## config.mk

```make
export PLATFORM = sky130hd
export DESIGN_NAME = regfile_wr_sched
export DESIGN_NICKNAME = d
export VERILOG_FILES = /design/src/rtl/regfile_wr_sched.sv
export SDC_FILE = /design/constraint.sdc
export NUM_CORES = 1
export LEC_CHECK = 0
export ABC_CLOCK_PERIOD_IN_PS = 4650
export CORE_MARGIN = 5
export CORE_UTILIZATION = 42
export DETAILED_ROUTE_END_ITERATION = 7
export PLACE_DENSITY = 0.87
export SYNTH_ARGS = -nofsm -noshare
export SYNTH_HDL_FRONTEND = slang
export SYNTH_SLANG_ARGS = --single-unit
```

## constraint.sdc

```tcl
create_clock -name clk_i -period 4.65 [get_ports clk_i]
set_input_delay 0.465 -clock clk_i [delete_from_list [all_inputs] [get_ports clk_i]]
set_output_delay 0.465 -clock clk_i [all_outputs]
set_load 0.02 [all_outputs]
```

## src/rtl/regfile_wr_sched.sv

```systemverilog
// -----------------------------------------------------------------------------
// regfile_wr_sched
//
// Serialises register-file writes from NR_REQ requesters onto a single write
// port and provides a bulk-clear sequence that zeroes x1..x31.
//
// In IDLE, one valid requester is granted each cycle by round-robin. The
// winner's address and data appear on the write port one cycle later. A write
// to x0 is accepted but dropped. A clear request moves the block to CLEAR.
// CLEAR then issues the zero writes to x1..x31 in ascending order, one per
// cycle, and returns to IDLE.
//
// Ports
//   clk_i        clock, all state changes on the rising edge
//   rst_i        synchronous active-high reset
//   req_valid_i  per-requester write request
//   req_ready_o  per-requester accept (one-hot or zero, combinational)
//   req_addr_i   per-requester destination index, requester k at [k*5 +: 5]
//   req_data_i   per-requester write data, requester k at [k*DATA_WIDTH +: DATA_WIDTH]
//   clr_req_i    request to zero x1..x31
//   clr_busy_o   high while the clear sequence runs
//   we_o         register file write enable
//   waddr_o      register file write address (holds when we_o=0)
//   wdata_o      register file write data (holds when we_o=0)
// -----------------------------------------------------------------------------
module regfile_wr_sched #(
  parameter int DATA_WIDTH = 64,
  parameter int NR_REQ     = 3
) (
  input  logic                         clk_i,
  input  logic                         rst_i,
  input  logic [NR_REQ-1:0]            req_valid_i,
  output logic [NR_REQ-1:0]            req_ready_o,
  input  logic [NR_REQ*5-1:0]          req_addr_i,
  input  logic [NR_REQ*DATA_WIDTH-1:0] req_data_i,
  input  logic                         clr_req_i,
  output logic                         clr_busy_o,
  output logic                         we_o,
  output logic [4:0]                   waddr_o,
  output logic [DATA_WIDTH-1:0]        wdata_o
);

  localparam int PTR_W = $clog2(NR_REQ);

  typedef enum logic {
    ST_IDLE  = 1'b0,
    ST_CLEAR = 1'b1
  } state_e;

  state_e                  state_q, state_d;
  logic [PTR_W-1:0]        rr_ptr_q, rr_ptr_d;
  logic [4:0]              cnt_q, cnt_d;
  logic                    we_q, we_d;
  logic [4:0]              waddr_q, waddr_d;
  logic [DATA_WIDTH-1:0]   wdata_q, wdata_d;

  // Arbitration results
  logic [NR_REQ-1:0]       grant_oh;
  logic [PTR_W-1:0]        next_ptr;
  logic [4:0]              win_addr;
  logic [DATA_WIDTH-1:0]   win_data;
  logic                    accept;

  // Rotating priority search: the requester at rr_ptr_q has the highest
  // priority, and the search wraps past NR_REQ-1 back to 0. Only address
  // and data are muxed by the result. They never influence it.
  always_comb begin
    int               idx;
    logic             found;
    logic [PTR_W-1:0] idx_w;
    // NOTE: every variable gets a default before any conditional assignment,
    // so no path leaves it unassigned and no latch is inferred.
    idx      = 0;
    idx_w    = '0;
    found    = 1'b0;
    grant_oh = '0;
    for (int i = 0; i < NR_REQ; i++) begin
      idx = int'(rr_ptr_q) + i;
      if (idx >= NR_REQ) idx = idx - NR_REQ;
      idx_w = idx[PTR_W-1:0];
      if (!found && req_valid_i[idx_w]) begin
        found           = 1'b1;
        grant_oh[idx_w] = 1'b1;
      end
    end
  end

  // One-hot grant to winner payload and the pointer value after it.
  always_comb begin
    win_addr = '0;
    win_data = '0;
    next_ptr = rr_ptr_q;
    for (int i = 0; i < NR_REQ; i++) begin
      if (grant_oh[i]) begin
        win_addr = req_addr_i[i*5 +: 5];
        win_data = req_data_i[i*DATA_WIDTH +: DATA_WIDTH];
        next_ptr = (i == NR_REQ - 1) ? '0 : PTR_W'(i + 1);
      end
    end
  end

  // A grant is only offered in IDLE, when no clear is requested and the
  // block is out of reset. Since ready is only raised for a valid
  // requester, a raised ready is always a handshake.
  assign accept      = (state_q == ST_IDLE) && !clr_req_i && !rst_i && (|req_valid_i);
  assign req_ready_o = accept ? grant_oh : '0;

  // Next-state and next-output logic
  always_comb begin
    state_d  = state_q;
    rr_ptr_d = rr_ptr_q;
    cnt_d    = cnt_q;
    we_d     = 1'b0;
    waddr_d  = waddr_q;
    wdata_d  = wdata_q;
    unique case (state_q)
      ST_IDLE: begin
        if (clr_req_i) begin
          state_d = ST_CLEAR;
          cnt_d   = 5'd1;
        end else if (|req_valid_i) begin
          rr_ptr_d = next_ptr;
          // A write to x0 is consumed but never reaches the register file.
          // The port keeps its previous address and data.
          if (win_addr != 5'd0) begin
            we_d    = 1'b1;
            waddr_d = win_addr;
            wdata_d = win_data;
          end
        end
      end
      ST_CLEAR: begin
        // clr_req_i is deliberately ignored here. The sequence always runs
        // exactly 31 writes.
        we_d    = 1'b1;
        waddr_d = cnt_q;
        wdata_d = '0;
        cnt_d   = cnt_q + 5'd1;
        if (cnt_q == 5'd31) state_d = ST_IDLE;
      end
      default: state_d = ST_IDLE;
    endcase
  end

  // NOTE: sequential state uses non-blocking assignments only. All registers
  // update together from the values computed in the current cycle.
  always_ff @(posedge clk_i) begin
    if (rst_i) begin
      state_q  <= ST_IDLE;
      rr_ptr_q <= '0;
      cnt_q    <= '0;
      we_q     <= 1'b0;
      waddr_q  <= '0;
      wdata_q  <= '0;
    end else begin
      state_q  <= state_d;
      rr_ptr_q <= rr_ptr_d;
      cnt_q    <= cnt_d;
      we_q     <= we_d;
      waddr_q  <= waddr_d;
      wdata_q  <= wdata_d;
    end
  end

  assign clr_busy_o = (state_q == ST_CLEAR);
  assign we_o       = we_q;
  assign waddr_o    = waddr_q;
  assign wdata_o    = wdata_q;

endmodule

```

==> run_results.csv <==
group,metric,value,unit
placed_design,post-dp-hpwl,13.46,mm
sta,fin_setup_tns,0,ns
yosys,yosysTopAreaCell,"dfxtp_1",
critical_path,r2r_setup_slack,1.04,ns
sta,whs,0.4567,ns
cts,clk_pin_slew,0.06,ns
yosys,synth.area.top_cells,"dfxtp_1 31%, o211ai_1 20%, nand2_1 15%, mux2i_1 13%, clkbuf_1 4.2%",
cts,cts_root_buf,"clkbuf_16",
grt,gr-total-overflow,0,
cts,ctsHoldBuffers,0,
critical_path,crit_type,"register to output port",
finish,fillers,924,
yosys,netlist_area,4984,sq um
grt,grt_pass1_vias,5495,
critical_path,cp-end-kind,"output port",
yosys,synth_top_flop_cell,"dfxtp_1",
cts,cts.htree.levels,3,
yosys,syn_avg_cell_area,7.608,sq um
finish,mostFrequentLayoutCells,"286 x clkdlybuf4s50_1, 198 x nand2_1, 131 x o211ai_1",
min_path,min_path_cells,2,
grt,antenna_found_initial,0,
yosys,yosys_warnings,0,
floorplanning,start_util,0.4327,
grt,grt_pass1_wl,28.32,mm
critical_path,start_kind,"register",
placed_design,io_buffer_count,286,
power_and_ir_drop,peakVddDrop,164.8,uV
route,drc,0,
yosys,synthArstFlopShare,0,
floorplanning,die-area,14140,sq um
cts,postCtsSetupRepairBufs,0,
yosys,synthCells,655,
sta,setup-violations-final,0,
floorplanning,io_pins,287,
sta,fin_crit_sh,0.7952,
sta,hold_violations,0,
floorplanning,die_h,118.9,um
finish,finalNetCount,1114,
placed_design,dpl_cell_area,7874,sq um
yosys,synth_top_area_frac,0.3133,
min_path,hold_start,"wdata_o[15]",
route,detail-route-antenna-nets,0,
min_path,min_to,"wdata_o[15]",
cts,cts_tree,"built",
route,drt_pass1_iterations,4,
cts,clk_latency,0.32,ns
finish,area_growth,64.70,%
floorplanning,design.core.area,11520,sq um
yosys,synth-edff-count,0,
finish,layout-drive-gt1-share,0.03667,
yosys,synth-seq-cells,78,
floorplanning,die_w,118.9,um
power_and_ir_drop,power,2893,uW
yosys,synth.distinct_cells,51,
run_status,outcome,"finished clean",
finish,multi_input_area,3142,sq um
cts,tritoncts.num_buffers,9,
sta,relSlewSlack,0.4746,
cts,clock-sinks,78,
yosys,yosysSeqAreaShare,0.3133,
placed_design,gp_congestion,0.8928,
sta,fin_skew,0.008401,ns
power_and_ir_drop,p_leak,0.003129,uW
route,avgViaCountPerCell,5.473,
finish,layout_commonest_cell,"clkdlybuf4s50_1",
route,dr.first_iter.drc_count,386,
min_path,hold_path.class,"register to register",
cts,cts_buffer_depth,2,
route,dr_total_vias,5708,
finish,seqCellArea,1562,sq um
critical_path,arrival,3.23,ns
finish,antennaDiodeCount,0,
critical_path,ff2ff_path_depth,10,
grt,grt_max_degree,75,
route,wl_per_cell,17.39,um
job,maxCapViolCount,0,
power_and_ir_drop,power_density,352.4,nW/um^2
cts,cts_resized,0,
sta,tightest_slew,0.7834,ns
floorplanning,rows,39,
sta,period_minus_slack,3.697,ns
sta,rsz0062_at_grt,"false",
route,drt_wl_total,18.13,mm
critical_path,r2r_end,"wdata_o[39]",
sta,max_freq,270.5,MHz
critical_path,path_max_fanout,66,
critical_path,crit_required,4.18,ns
grt,track_usage,0.2422,
sta,drv_slew,0,
critical_path,r2r-start,"rr_ptr_q[1]",
yosys,synth_nets,874,
finish,post-route-cell-area,8208,sq um
==> metal layers <==
layer  vias up  share of wire  wire length, um  global-route usage
met5         -              0                0                   0
met4         0          0.024              429             0.07458
met3        24          0.080             1448             0.07014
met2       214           0.51             9160              0.4384
met1      2626           0.39             7096              0.2749
li1       2844              -                -                   -
==> area by class of cell <==
type	instances	share of cell area
repair buffers	296	0.3595
flip-flops and latches	78	0.1902
inverters	11	0.005030
clock inverters	6	0.01159
well taps	143	0.02180
clock buffers	10	0.02912
multi-input cells	499	0.3828
==> worst max-delay path by stage <==
stage | to | cells past startpoint | startpoint | slack (ns)
after floorplan | wdata_o[1] | 14 | rr_ptr_q[0] | 1.59
after global placement | waddr_o[0] | 9 | req_valid_i[1] | 1.11
after detailed placement | wdata_o[39] | 9 | req_valid_i[1] | 1.01
after CTS | req_ready_o[2] | 9 | rr_ptr_q[0] | 0.99
after global routing | req_ready_o[2] | 9 | rr_ptr_q[0] | 0.71
final | req_ready_o[2] | 9 | rr_ptr_q[0] | 0.95
==> worst max-delay path, stage by stage, from the launching register on <==
cell,delay [ns]
dfxtp_1,0.39
inv_1,0.09
ha_1,0.43
a21oi_1,0.24
a221oi_1,0.14
o21ai_1,0.25
and2_4,0.21
buf_4,0.51
nor2_1,0.08
clkdlybuf4s50_1,0.56
==> synthesized netlist by cell type, types with 4 or more instances <==
cell and n:
nand2_1 198, o211ai_1 131, dfxtp_1 78, mux2i_1 67, clkbuf_1 56, a21oi_1 13, nor2_1 11, inv_1 10
nor3_1 9, buf_2 6, ha_1 6, a2bb2oi_1 5, nor3b_1 5, o21ai_0 5, a211o_1 4
==> registers in the layout, summed over array words and instances, names as in the netlist <==
| signal | count |
|---|---|
| wdata_o | 64 |
| cnt_q | 5 |
| waddr_o | 5 |
| rr_ptr_q | 2 |
| clr_busy_o | 1 |
| we_o | 1 |
==> report_power, final <==
group	internal, uW	leakage (uW)	total, uW	switching, uW
clock	488	0.000163	765	276
sequential	755	0.000635	801	46.8
combinational	621	0.00233	1330	706
==> kinds of logic after synthesis <==
kind of cell | Yosys count | share of synthesized area
compound gates | 184 | 0.2729
fa+ha+maj | 6 | 0.01506
buf+inv | 78 | 0.06477
flops | 78 | 0.3133
mux | 67 | 0.1346
simple gates | 242 | 0.1994
==> per-stage QoR <==
stage | std cells | setup WS, ns | utilization
after floorplan | 655 | 1.594 | -
after global placement | 1027 | 1.107 | 0.6837
after global routing | 1043 | 0.7148 | 0.7127
after detailed placement | 1027 | 1.007 | 0.6837
final | 1043 | 0.9525 | 0.7127
after CTS | 1043 | 0.9853 | 0.7127
Note: power is estimated with default switching activity, not from simulation.
